--- src/rtl/wb_pkg.sv ---
// Shared definitions for the writeback arbiter: result payload struct, default
// widths and requester indices.
package wb_pkg;

  localparam int NUM_REQ   = 4;
  localparam int XLEN      = 32;
  localparam int ROB_IDX_W = 3;
  localparam int PREG_W    = 7;

  localparam int WB_SRC_ALU = 0;
  localparam int WB_SRC_MUL = 1;
  localparam int WB_SRC_LSU = 2;
  localparam int WB_SRC_CSR = 3;

  typedef struct packed {
    logic [XLEN-1:0]      data;
    logic [ROB_IDX_W-1:0] rob_idx;
    logic [PREG_W-1:0]    rd;
  } wb_req_t;

  // Width of a requester index; never zero, even for a single requester.
  function automatic int src_w(int n);
    return (n > 1) ? $clog2(n) : 1;
  endfunction

endpackage

--- src/rtl/wb_arbiter_if.sv ---
// Producer-side and writeback-side signals of the writeback arbiter.
// master = producers/ROB side, slave = the arbiter.
interface wb_arbiter_if #(
  parameter int NUM_REQ   = 4,
  parameter int XLEN      = 32,
  parameter int ROB_IDX_W = 3,
  parameter int PREG_W    = 7
);
  localparam int SRC_W  = wb_pkg::src_w(NUM_REQ);
  localparam int MASK_W = 2 ** ROB_IDX_W;

  logic [NUM_REQ-1:0]           req_valid;
  logic [NUM_REQ-1:0]           req_ready;
  logic [NUM_REQ*XLEN-1:0]      req_data;
  logic [NUM_REQ*ROB_IDX_W-1:0] req_rob_idx;
  logic [NUM_REQ*PREG_W-1:0]    req_rd;
  logic                         mispredict;
  logic [MASK_W-1:0]            flush_mask;
  logic                         writeback_free;
  logic                         WB_out_valid;
  logic [XLEN-1:0]              WB_out_data;
  logic [ROB_IDX_W-1:0]         WB_out_rob_idx;
  logic [PREG_W-1:0]            WB_out_rd;
  logic [SRC_W-1:0]             WB_out_src;

  modport master (
    output req_valid, req_data, req_rob_idx, req_rd,
    output mispredict, flush_mask, writeback_free,
    input  req_ready,
    input  WB_out_valid, WB_out_data, WB_out_rob_idx, WB_out_rd, WB_out_src
  );

  modport slave (
    input  req_valid, req_data, req_rob_idx, req_rd,
    input  mispredict, flush_mask, writeback_free,
    output req_ready,
    output WB_out_valid, WB_out_data, WB_out_rob_idx, WB_out_rd, WB_out_src
  );

endinterface

--- src/rtl/rr_arbiter.sv ---
// One-hot grant selector. WB_ARB_RR_EN defined: round-robin with an internal
// pointer; undefined: fixed priority, lowest index wins.
module rr_arbiter
  import wb_pkg::*;
#(
  parameter int N     = 4,
  parameter int IDX_W = 2
) (
  input  logic             clk,
  input  logic             rst,
  input  logic [N-1:0]     eligible,
  input  logic             enable,
  output logic [N-1:0]     grant,
  output logic [IDX_W-1:0] grant_idx
);

  logic [IDX_W-1:0] ptr;
  logic             found;

`ifdef WB_ARB_RR_EN
  logic [IDX_W-1:0] ptr_q, ptr_d;

  // NOTE: sequential state uses non-blocking (<=) so every flop samples the
  // pre-edge values; blocking is reserved for combinational temporaries.
  always_ff @(posedge clk) begin
    if (rst) ptr_q <= '0;
    else     ptr_q <= ptr_d;
  end

  always_comb begin
    ptr_d = ptr_q;
    if (enable && found) begin
      ptr_d = (grant_idx == IDX_W'(N - 1)) ? '0 : grant_idx + 1'b1;
    end
  end

  assign ptr = ptr_q;
`else
  logic unused_clk_rst;
  assign unused_clk_rst = clk ^ rst;
  assign ptr = '0;
`endif

  // Search upward from the pointer, wrapping at N; first eligible wins.
  always_comb begin
    // NOTE: every output of a combinational block gets a default first, so no
    // path leaves it unassigned and no latch is inferred.
    found     = 1'b0;
    grant_idx = '0;
    for (int off = 0; off < N; off++) begin
      int j;
      j = int'(ptr) + off;
      if (j >= N) j = j - N;
      if (!found && eligible[j]) begin
        found     = 1'b1;
        grant_idx = IDX_W'(j);
      end
    end
    grant = (enable && found) ? (N'(1) << grant_idx) : '0;
  end

endmodule

--- src/rtl/wb_arbiter.sv ---
// Writeback arbiter: grants one producer per cycle into a registered output
// slot, drops mispredict-killed results. Round-robin when WB_ARB_RR_EN is defined.
module wb_arbiter #(
  parameter int NUM_REQ   = 4,
  parameter int XLEN      = 32,
  parameter int ROB_IDX_W = 3,
  parameter int PREG_W    = 7
) (
  input  logic         clk,
  input  logic         rst,
  wb_arbiter_if.slave  bus
);

  localparam int SRC_W = wb_pkg::src_w(NUM_REQ);

  logic [NUM_REQ-1:0]   killed;
  logic [NUM_REQ-1:0]   eligible;
  logic [NUM_REQ-1:0]   grant;
  logic [SRC_W-1:0]     grant_idx;
  logic                 slot_killed;
  logic                 load;
  logic                 arb_en;

  logic                 slot_valid_q, slot_valid_d;
  logic [XLEN-1:0]      slot_data_q, slot_data_d;
  logic [ROB_IDX_W-1:0] slot_rob_q, slot_rob_d;
  logic [PREG_W-1:0]    slot_rd_q, slot_rd_d;
  logic [SRC_W-1:0]     slot_src_q, slot_src_d;

  always_comb begin
    killed = '0;
    for (int i = 0; i < NUM_REQ; i++) begin
      killed[i] = bus.mispredict &&
                  bus.flush_mask[bus.req_rob_idx[i*ROB_IDX_W +: ROB_IDX_W]];
    end
    // A killed slot frees itself this cycle, so it may be refilled at once.
    slot_killed = bus.mispredict && bus.flush_mask[slot_rob_q];
    load        = !slot_valid_q || bus.writeback_free || slot_killed;
    eligible    = bus.req_valid & ~killed;
    arb_en      = load && !rst;
  end

  rr_arbiter #(
    .N     (NUM_REQ),
    .IDX_W (SRC_W)
  ) u_arb (
    .clk       (clk),
    .rst       (rst),
    .eligible  (eligible),
    .enable    (arb_en),
    .grant     (grant),
    .grant_idx (grant_idx)
  );

  // Killed requests are consumed (dropped) regardless of slot state.
  assign bus.req_ready = rst ? '0 : (grant | (bus.req_valid & killed));

  always_comb begin
    slot_valid_d = slot_valid_q;
    slot_data_d  = slot_data_q;
    slot_rob_d   = slot_rob_q;
    slot_rd_d    = slot_rd_q;
    slot_src_d   = slot_src_q;
    if (load) begin
      slot_valid_d = |grant;
      if (|grant) begin
        slot_data_d = bus.req_data[int'(grant_idx)*XLEN +: XLEN];
        slot_rob_d  = bus.req_rob_idx[int'(grant_idx)*ROB_IDX_W +: ROB_IDX_W];
        slot_rd_d   = bus.req_rd[int'(grant_idx)*PREG_W +: PREG_W];
        slot_src_d  = grant_idx;
      end
    end
  end

  always_ff @(posedge clk) begin
    if (rst) begin
      slot_valid_q <= 1'b0;
      slot_data_q  <= '0;
      slot_rob_q   <= '0;
      slot_rd_q    <= '0;
      slot_src_q   <= '0;
    end else begin
      slot_valid_q <= slot_valid_d;
      slot_data_q  <= slot_data_d;
      slot_rob_q   <= slot_rob_d;
      slot_rd_q    <= slot_rd_d;
      slot_src_q   <= slot_src_d;
    end
  end

  assign bus.WB_out_valid   = slot_valid_q;
  assign bus.WB_out_data    = slot_data_q;
  assign bus.WB_out_rob_idx = slot_rob_q;
  assign bus.WB_out_rd      = slot_rd_q;
  assign bus.WB_out_src     = slot_src_q;

endmodule

--- src/flat_wrapper.sv ---
// flat-port wrapper written by rule: the top's interface ports become plain ports
module wb_arbiter_flat 
#(
  parameter int NUM_REQ   = 4,
  parameter int XLEN      = 32,
  parameter int ROB_IDX_W = 3,
  parameter int PREG_W    = 7
)
  (clk, rst, bus_req_valid, bus_req_data, bus_req_rob_idx, bus_req_rd, bus_mispredict, bus_flush_mask, bus_writeback_free, bus_req_ready, bus_WB_out_valid, bus_WB_out_data, bus_WB_out_rob_idx, bus_WB_out_rd, bus_WB_out_src);
  wb_arbiter_if #(.NUM_REQ(NUM_REQ), .XLEN(XLEN), .ROB_IDX_W(ROB_IDX_W), .PREG_W(PREG_W)) bus_i ();
  input  logic clk;
  input  logic rst;
  input wire logic [$bits(bus_i.req_valid)-1:0] bus_req_valid;
  input wire logic [$bits(bus_i.req_data)-1:0] bus_req_data;
  input wire logic [$bits(bus_i.req_rob_idx)-1:0] bus_req_rob_idx;
  input wire logic [$bits(bus_i.req_rd)-1:0] bus_req_rd;
  input wire logic [$bits(bus_i.mispredict)-1:0] bus_mispredict;
  input wire logic [$bits(bus_i.flush_mask)-1:0] bus_flush_mask;
  input wire logic [$bits(bus_i.writeback_free)-1:0] bus_writeback_free;
  output wire logic [$bits(bus_i.req_ready)-1:0] bus_req_ready;
  output wire logic [$bits(bus_i.WB_out_valid)-1:0] bus_WB_out_valid;
  output wire logic [$bits(bus_i.WB_out_data)-1:0] bus_WB_out_data;
  output wire logic [$bits(bus_i.WB_out_rob_idx)-1:0] bus_WB_out_rob_idx;
  output wire logic [$bits(bus_i.WB_out_rd)-1:0] bus_WB_out_rd;
  output wire logic [$bits(bus_i.WB_out_src)-1:0] bus_WB_out_src;
  assign bus_i.req_valid = bus_req_valid;
  assign bus_i.req_data = bus_req_data;
  assign bus_i.req_rob_idx = bus_req_rob_idx;
  assign bus_i.req_rd = bus_req_rd;
  assign bus_i.mispredict = bus_mispredict;
  assign bus_i.flush_mask = bus_flush_mask;
  assign bus_i.writeback_free = bus_writeback_free;
  assign bus_req_ready = bus_i.req_ready;
  assign bus_WB_out_valid = bus_i.WB_out_valid;
  assign bus_WB_out_data = bus_i.WB_out_data;
  assign bus_WB_out_rob_idx = bus_i.WB_out_rob_idx;
  assign bus_WB_out_rd = bus_i.WB_out_rd;
  assign bus_WB_out_src = bus_i.WB_out_src;
  wb_arbiter #(.NUM_REQ(NUM_REQ), .XLEN(XLEN), .ROB_IDX_W(ROB_IDX_W), .PREG_W(PREG_W)) u_core (.clk(clk), .rst(rst), .bus(bus_i));
endmodule
--- config.mk ---
export PLATFORM = sky130hd
export DESIGN_NAME = wb_arbiter_flat
export DESIGN_NICKNAME = d
export VERILOG_FILES = /design/src/rtl/wb_pkg.sv /design/src/rtl/wb_arbiter_if.sv /design/src/rtl/rr_arbiter.sv /design/src/rtl/wb_arbiter.sv /design/src/flat_wrapper.sv
export SDC_FILE = /design/constraint.sdc
export NUM_CORES = 1
export LEC_CHECK = 0
export CAP_MARGIN = 20
export CORE_MARGIN = 1
export CORE_UTILIZATION = 38
export DETAILED_ROUTE_END_ITERATION = 10
export HOLD_SLACK_MARGIN = 0.05
export PLACE_DENSITY = 0.93
export SYNTH_ARGS = -nofsm -noshare
export SYNTH_HDL_FRONTEND = slang
export SYNTH_SLANG_ARGS = --single-unit
--- constraint.sdc ---
create_clock -name clk -period 2.9 [get_ports clk]
set_input_delay 0.58 -clock clk [delete_from_list [all_inputs] [get_ports clk]]
set_output_delay 0.58 -clock clk [all_outputs]
set_load 0.005 [all_outputs]
-- Word-level counts from Yosys, hierarchy flattened
Index checks and enable logic that the tools add are counted.
- input port bits: 184
- register bits: 45
- $mul: 2
- shift operators: 4
- reductions and logical operators: 19
- multiplexer cells: 19
- $lt $le $gt $ge: 5
- bitwise operators: 4
- operator list (operator ; count):
    128-bit by 8-bit indexed part select with 32-bit output ; 1
    12-bit by 32-bit indexed part select with 3-bit output ; 1
    28-bit by 32-bit indexed part select with 7-bit output ; 1
    3-bit by 4-bit less-than comparator with 1-bit output, second input constant ; 5
    1-bit binary-select mux with 3-bit select ; 5
    1-bit logical AND ; 10
    1-bit 2-to-1 mux ; 10
    4-bit AND ; 2
    4-bit 2-to-1 mux ; 2
    1-bit logical NOT ; 5
    2-bit by 3-bit multiplier with 5-bit output, second input constant ; 1
    2-bit by 2-bit multiplier with 4-bit output, second input constant ; 1
    2-bit 2-to-1 mux ; 2
    4-bit inverter ; 1
    4-bit OR ; 1
    4-bit OR reduction ; 1
    1-bit by 2-bit << shifter with 4-bit output, first input constant ; 1
    1-bit logical OR ; 2
    2-bit AND reduction ; 1

-- Logic depth before layout (Yosys ltp)
Gate-level depths: netlist of the first run.
- depth in word-level cells: 19
- gate-level depth with buffers: 9
- depth with buffers taken out: 6

-- By module
Synthesis of the first run repeated with hierarchy kept, for this count alone.
- cell total of the unflattened synthesis: 294
- area, all modules: 3537.1 µm²
- modules (own cells, without submodules) (module ; times used ; area an instance (µm²) ; cells each ; seq. area each (µm²)):
    wb_arbiter ; 1 ; 3447.1 ; 285 ; 900.9
    rr_arbiter ; 1 ; 90.1 ; 9 ; 0.0

-- Worst setup path before layout of the first run
No wires, ideal clock.
- kind: input-to-output
- start point: input port bus_req_rob_idx[0]
- end point: output port bus_req_ready[1]
- path slack: 0.172 ns
- buffers on the path: 2
- stages: 7
- arrival time: 2.148 ns
- path through: mux4_2 > nor2_1 > o21ai_2 > clkbuf_1 > buf_1 > nand2_1 > a21oi_1
- longest elaborated chain between the ends: 19
- elaborated cells on any way between the ends: 23
- those cells by class: shift: 1; mux: 11; bitwise: 3; reduce/logical: 8
- RTL lines (item ; RTL line ; source):
    start, declared ; flat_wrapper.sv:15 ; input wire logic [$bits(bus_i.req_rob_idx)-1:0] bus_req_rob_idx;
    1-bit binary-select mux with 3-bit select * ; wb_arbiter.sv:34 ; bus.flush_mask[bus.req_rob_idx[i*ROB_IDX_W +: ROB_IDX_W]];
    1-bit 2-to-1 mux (implied by the code) * ; wb_arbiter.sv:34 ;
    1-bit logical AND * ; wb_arbiter.sv:33 ; killed[i] = bus.mispredict &&
    4-bit inverter * ; wb_arbiter.sv:39 ; eligible = bus.req_valid & ~killed;
    4-bit AND * ; wb_arbiter.sv:39 ;
    1-bit 2-to-1 mux * ; rr_arbiter.sv:54 ; if (!found && eligible[j]) begin
    1-bit logical NOT ; rr_arbiter.sv:54 ;
    1-bit logical AND ; rr_arbiter.sv:54 ;
    [... 3 more ...] ; - ;
    1-bit 2-to-1 mux ; rr_arbiter.sv:54 ;
    1-bit logical NOT ; rr_arbiter.sv:54 ;
    1-bit logical AND ; rr_arbiter.sv:54 ;
    2-bit 2-to-1 mux or 1-bit 2-to-1 mux (tied branches) ; rr_arbiter.sv:54 ;
    1-bit by 2-bit << shifter with 4-bit output or 1-bit logical AND (tied branches) ; rr_arbiter.sv:59 ; grant = (enable && found) ? (N'(1) << grant_idx) : '0;
    4-bit 2-to-1 mux * ; rr_arbiter.sv:59 ;
    4-bit OR * ; wb_arbiter.sv:56 ; assign bus.req_ready = rst ? '0 : (grant | (bus.req_valid & killed));
    4-bit 2-to-1 mux * ; wb_arbiter.sv:56 ;
    end, declared ; flat_wrapper.sv:20 ; output wire logic [$bits(bus_i.req_ready)-1:0] bus_req_ready;
Every way passes the cells marked *; elsewhere a longest branch is shown, timed or not. The select of a mux whose other input is x is not followed.

-- Final worst setup path of the first run
- start point: input port bus_mispredict
- end point: output port bus_req_ready[1]
- longest elaborated chain between the ends: 17
- elaborated cells on any way between the ends: 28
- those cells by class: shift: 1; mux: 9; bitwise: 4; reduce/logical: 14
- RTL lines (item ; RTL line ; source):
    start, declared ; flat_wrapper.sv:17 ; input wire logic [$bits(bus_i.mispredict)-1:0] bus_mispredict;
    1-bit logical AND ; wb_arbiter.sv:33 ;
    4-bit inverter ; wb_arbiter.sv:39 ;
    4-bit AND ; wb_arbiter.sv:39 ;
    1-bit 2-to-1 mux ; rr_arbiter.sv:54 ;
    1-bit logical NOT ; rr_arbiter.sv:54 ;
    1-bit logical AND ; rr_arbiter.sv:54 ;
    1-bit 2-to-1 mux ; rr_arbiter.sv:54 ;
    1-bit logical NOT ; rr_arbiter.sv:54 ;
    1-bit logical AND ; rr_arbiter.sv:54 ;
    1-bit 2-to-1 mux ; rr_arbiter.sv:54 ;
    1-bit logical NOT ; rr_arbiter.sv:54 ;
    1-bit logical AND ; rr_arbiter.sv:54 ;
    2-bit 2-to-1 mux or 1-bit 2-to-1 mux (tied branches) ; rr_arbiter.sv:54 ;
    1-bit by 2-bit << shifter with 4-bit output or 1-bit logical AND (tied branches) ; rr_arbiter.sv:59 ;
    4-bit 2-to-1 mux ; rr_arbiter.sv:59 ;
    4-bit OR * ; wb_arbiter.sv:56 ;
    4-bit 2-to-1 mux * ; wb_arbiter.sv:56 ;
Every way passes the cells marked *; elsewhere a longest branch is shown, timed or not.

==> results_dict.tcl, run 1 <==
set metrics [dict create \
    grt_usage 0.313 \
    drt-initial-drc-count 359 \
    avgSynthCellArea_um2 8.02 \
    maxCapViolCount 0 \
    seq_area_frac_synth 0.241 \
    diodes 0 \
    dp_slack_ps -523 \
    fin_nets 897 \
    relSlewSlack 0.667 \
    end_kind "primary output" \
    period_share 0.993 \
    routed-via-count 5005 \
    tritoncts "done" \
    cts.sinks 45 \
    hold_viol_final 0 \
    cts_root_buffer "clkbuf_8" \
    grt_pass1_vias 5059 \
    numCtsBuffers 5 \
    initial_utilization 0.399 \
    synth_warnings 0 \
    drive_gt1_frac 0.175 \
    dpl.hpwl_um 12100 \
    whs_ps 461 \
    drcViolationCount 0 \
    status "finished, final reports clean" \
    clkTransAtPathRegs_ps 80 \
    tightestPinTransition_ps 495 \
    max-clock-path-buffers 2 \
    cp-start-kind "input port" \
    hp-class "reg2reg" \
    max_freq_ghz 0.347 \
    grt_pass1_wl_um 25100 \
    syn_nets 650 \
    ant_nets 0 \
    portBuffers 232 \
    ir_drop_mv 0.215 \
    ys_async_sr_fraction 0 \
    pwr_density_cell_mw_per_mm2 352 \
    h-tree-depth 2 \
    grt_setup_unrepaired "no" \
    rows 35 \
    synth_area_mm2 0.00374 \
    grt_antenna_before_repair 0 \
    critPathMaxFanout 4 \
    globalplace.congestion 0.864 \
    netlist_instances 466 \
    top_level_ports 233 \
    synth_edf_count 0 \
    avgViaCountPerCell 5.94 \
    worst_slack_ps 21.6 \
    die_w_um 101 \
    routed_wirelength_um 16300 \
    fillers 727 \
    worst_skew_pair.late_latency_ps 300 \
    die-area_mm2 0.0102 \
    clock_skew_ps 7.53 \
    grt_overflow 0 \
    period_needed_ps 2880 \
    synth_cell_types 50 \
    p_leak_nw 2.51 \
    critical_path_required_ps 2320 \
    slew_viol_final 0 \
    grt_max_degree 62 \
    die_h_um 101 \
    critical_path_class "in2out" \
    area_delta_synth_final_pct 80.1 \
    synth_seq_cells 45 \
    synth_ff_type "dfxtp_1" \
    wl_per_cell_um 19.3 \
    setup_viol 0 \
    first_pass_iters 6 \
    design.core.area_mm2 0.00937 \
    worst_ep_arrival_time_ps 2300 \
]
## where the power goes
| group | switching [W] | total, W | internal, W | leakage, nW |
|---|---|---|---|---|
| Sequential | 0.0000766 | 0.000794 | 0.000718 | 0.374 |
| Combinational | 0.000507 | 0.00118 | 0.000675 | 2.09 |
| Clock | 0.000226 | 0.000394 | 0.000168 | 0.0450 |
| Total | 0.000809 | 0.00237 | 0.00156 | 2.51 |
## flip-flops by register name, indices dropped and copies added, names as in the netlist
name,count
u_core.bus.WB_out_rob_idx,3
u_core.bus.WB_out_src,2
u_core.bus.WB_out_valid,1
u_core.bus.WB_out_data,32
u_core.bus.WB_out_rd,7
## timing repair
action                                  in CTS  in global routing
resized for setup                           58                 21
pin swaps                                    4                  4
buffers inserted                             5                  1
endpoints found under the setup margin      46                 44
hold endpoints to repair                     0                  0
hold buffers                                 0                  0
## cells in the mapped netlist, drive strengths merged, types with 2 or more instances
cell	number	area share
inv	43	0.043
a31o	2	0.0047
a32oi	14	0.033
o31ai	2	0.0040
nor2b	5	0.0084
o211ai	56	0.11
a21oi	6	0.011
mux2i	18	0.048
nand2	47	0.047
buf	19	0.029
nor2	4	0.0040
mux4	5	0.031
nand2b	4	0.0067
dfxtp	45	0.24
o221ai	29	0.085
nor3	2	0.0027
and2	29	0.049
mux2	5	0.015
o21ai	6	0.010
a31oi	29	0.049
or2	2	0.0033
nor3b	4	0.0080
clkbuf	30	0.030
o31a	2	0.0070
nand4	42	0.070
## layout make-up
cell class	count	area, um^2	share of cell area
clock buffer	6	72.6	0.0108
sequential	45	901	0.134
multi-input combinational	328	2570	0.383
tap	129	161	0.0240
timing repair buffer	289	2850	0.423
inverter	44	165	0.0245
clock inverter	2	10.0	0.00149
## critical path, cell delays in order
cell and delay [ps]:
clkdlybuf4s50_1 510, inv_1 100, a221o_1 340, o21ai_4 180
buf_6 140, nand2_1 60, a21oi_2 150, clkdlybuf4s15_2 240
## routing by layer
layer | share of wire | vias to the layer above | global-route usage
li1 | - | 2298 | -
met1 | 0.37 | 2371 | 0.367
met2 | 0.51 | 286 | 0.558
met3 | 0.084 | 50 | 0.0594
met4 | 0.033 | 0 | 0.128
met5 | 0 | - | 0
## final timing paths
check,start,to,slack [ps],cells after the start
worst max-delay path,bus_mispredict,bus_req_ready[1],20,8
worst min-delay path,u_core.bus.WB_out_src[0]$_SDFFE_PP0P_,u_core.bus.WB_out_src[0]$_SDFFE_PP0P_,460,2
worst max register to register,u_core.bus.WB_out_rob_idx[1]$_SDFFE_PP0P_,u_core.bus.WB_out_data[2]$_SDFFE_PP0P_,510,8
worst min register to register,u_core.bus.WB_out_src[0]$_SDFFE_PP0P_,u_core.bus.WB_out_src[0]$_SDFFE_PP0P_,460,2
## cell usage in the layout, fill, tap and decap left out, types with 3 or more instances in the layout
cell,instances
dfxtp_1,45
clkdlybuf4s15_2,7
nand4_1,42
buf_4,45
nor2b_1,3
nor3b_1,4
and2_1,28
dlygate4sd2_1,7
a32oi_1,14
o221ai_2,12
a31oi_1,29
mux2i_1,18
o211ai_1,56
o221ai_1,17
clkbuf_8,5
inv_1,43
mux4_2,5
a21oi_2,3
nand2b_1,3
nand2_1,47
buf_6,4
buf_12,8
o21ai_4,3
mux2_2,5
clkdlybuf4s50_1,212
## cell families after synthesis
kind of cell	Yosys count	synth area share
AOI/OAI and AO/OA	159	0.359
and+or+nand+nor	141	0.203
buffers and inverters	93	0.103
DFF	45	0.241
muxes	28	0.0944
## stage by stage
| stage | total power, W | utilization | std cells | TNS, ps | area [um^2] |
|---|---|---|---|---|---|
| after global placement | 0.00190 | 0.693 | 830 | -20740 | 6500 |
| after CTS | 0.00235 | 0.713 | 843 | 0 | 6680 |
| after floorplan | 0.00125 | - | 466 | 0 | 3740 |
| final | 0.00237 | 0.718 | 843 | 0 | 6730 |
| after detailed placement | 0.00193 | 0.693 | 830 | -22080 | 6500 |
| after global routing | 0.00248 | 0.718 | 843 | 0 | 6730 |
No activity file was read; power rests on OpenSTA's default activity.
==> run 2: changes to the inputs <==
--- a/config.mk
+++ b/config.mk
@@ -11,6 +11,7 @@
 export DETAILED_ROUTE_END_ITERATION = 10
 export HOLD_SLACK_MARGIN = 0.05
 export PLACE_DENSITY = 0.93
+export RECOVER_POWER = 50
 export SYNTH_ARGS = -nofsm -noshare
 export SYNTH_HDL_FRONTEND = slang
 export SYNTH_SLANG_ARGS = --single-unit
==> run 2 against run 1 <==
Effect of this change: flip-flop and latch count unchanged; worst hold slack worse by 2.0 ps; sequential share of layout area unchanged; global-route usage unchanged; power down 1.7%; sequential power down 0.6%; critical path depth unchanged; critical path type unchanged; critical endpoint unchanged.
==> results_dict.tcl, run 2 (synthesis gave the netlist of run 1 again) <==
set metrics [dict create \
    status "finished, final reports clean" \
    top_level_ports 233 \
    area_delta_synth_final_pct 80.1 \
    end_kind "primary output" \
    maxCapViolCount 0 \
    worst_slack_ps 20.6 \
    diodes 0 \
    max-clock-path-buffers 2 \
    hp-class "reg2reg" \
    fillers 727 \
    whs_ps 459 \
    drcViolationCount 0 \
    globalplace.congestion 0.864 \
    cts_root_buffer "clkbuf_8" \
    rows 35 \
    die_w_um 101 \
    grt_pass1_vias 5059 \
    portBuffers 232 \
    ant_nets 0 \
    cp-start-kind "input port" \
    initial_utilization 0.399 \
    tightestPinTransition_ps 487 \
    grt_usage 0.313 \
    worst_skew_pair.late_latency_ps 290 \
    relSlewSlack 0.673 \
    cts.sinks 45 \
    numCtsBuffers 5 \
    avgViaCountPerCell 5.92 \
    critical_path_class "in2out" \
    routed-via-count 4988 \
    hold_path_depth 2 \
    layout_commonest_cell "clkdlybuf4s50_1" \
    largest_register_ffs 32 \
    setup_viol 0 \
    slew_viol_final 0 \
    grt_antenna_before_repair 0 \
    design.core.area_mm2 0.00937 \
    grt_max_degree 62 \
    mostFrequentLayoutCells "167 x clkdlybuf4s50_1, 56 x o211ai_1, 47 x nand2_1" \
    pwr_density_cell_mw_per_mm2 346 \
    grt_overflow 0 \
    h-tree-depth 2 \
    first_pass_iters 5 \
    r2r_cells 8 \
    die_h_um 101 \
    fin_nets 897 \
    clock_skew_ps 5.83 \
    ir_drop_mv 0.213 \
    critPathMaxFanout 4 \
    routed_wirelength_um 16200 \
    max_freq_ghz 0.347 \
    clkTransAtPathRegs_ps 90 \
    worst_ep_arrival_time_ps 2300 \
    period_needed_ps 2880 \
    hold_viol_final 0 \
    period_share 0.993 \
    drt-initial-drc-count 327 \
    fin_setup_tns_ps 0 \
    p_leak_nw 2.60 \
    grt_pass1_wl_um 25100 \
    dpl.hpwl_um 12100 \
    grt_setup_unrepaired "no" \
    dp_slack_ps -523 \
    die-area_mm2 0.0102 \
    tritoncts "done" \
    drive_gt1_frac 0.175 \
    wl_per_cell_um 19.3 \
    total_power_w 0.00233 \
    critical_path_required_ps 2320 \
]
## run 2: changes by cell type in the layout (fill, tap and decap cells not counted), sizes merged
cell,change
clkbuf,+1
buf,-1
clkdlybuf4s50,-45
dlygate4sd3,+45
## run 2: timing repair
action / in CTS / in global routing
pin swaps: 4 / 4
endpoints found under the setup margin: 46 / 44
setup buffers: 5 / 1
hold buffers: 0 / 0
gates resized for setup: 58 / 21
gates cloned: 0 / 0
## run 2: metrics by stage
| stage | utilization | instances | cell area [um^2] |
|---|---|---|---|
| 2_1_floorplan | - | 466 | 3740 |
| 3_3_place_gp | 0.693 | 830 | 6500 |
| 3_5_place_dp | 0.693 | 830 | 6500 |
| 4_1_cts | 0.713 | 843 | 6680 |
| 5_1_grt | 0.718 | 843 | 6730 |
| 6_report | 0.718 | 843 | 6730 |
## run 2: report_power, final
group	internal, W	switching (W)
clock network	0.000168	0.000227
registers	0.000718	0.0000715
logic	0.000639	0.000507
## run 2: per-layer routing
layer / vias up / global-route usage / wire length, um / share of wire
met5: - / 0 / 0 / 0
met4: 0 / 0.128 / 522 / 0.032
met3: 50 / 0.0594 / 1280 / 0.079
met2: 282 / 0.558 / 8270 / 0.51
met1: 2357 / 0.367 / 6180 / 0.38
li1: 2299 / - / - / -
## run 2: critical path, cell delays in order
cell,delay (ps)
clkdlybuf4s50_1,510
inv_1,100
a221o_1,340
o21ai_4,180
buf_6,130
nand2_1,60
a21oi_2,150
clkdlybuf4s15_2,240
## run 2: path summary, 6_finish.rpt
kind / slack [ps] / from / end
worst max-delay path: 20 / bus_mispredict / bus_req_ready[1]
worst min-delay path: 460 / u_core.bus.WB_out_src[0]$_SDFFE_PP0P_ / u_core.bus.WB_out_src[0]$_SDFFE_PP0P_
worst max register to register: 520 / u_core.bus.WB_out_rob_idx[1]$_SDFFE_PP0P_ / u_core.bus.WB_out_data[2]$_SDFFE_PP0P_
worst min register to register: 460 / u_core.bus.WB_out_src[0]$_SDFFE_PP0P_ / u_core.bus.WB_out_src[0]$_SDFFE_PP0P_
## run 2: area by class of cell
| cell class | instances | area, um^2 | share of cell area |
|---|---|---|---|
| Sequential cell | 45 | 901 | 0.134 |
| Multi-Input combinational cell | 328 | 2570 | 0.383 |
| Tap cell | 129 | 161 | 0.0240 |
| Clock buffer | 6 | 72.6 | 0.0108 |
| Clock inverter | 2 | 10.0 | 0.00149 |
| Inverter | 44 | 165 | 0.0245 |
| Timing Repair Buffer | 289 | 2850 | 0.423 |
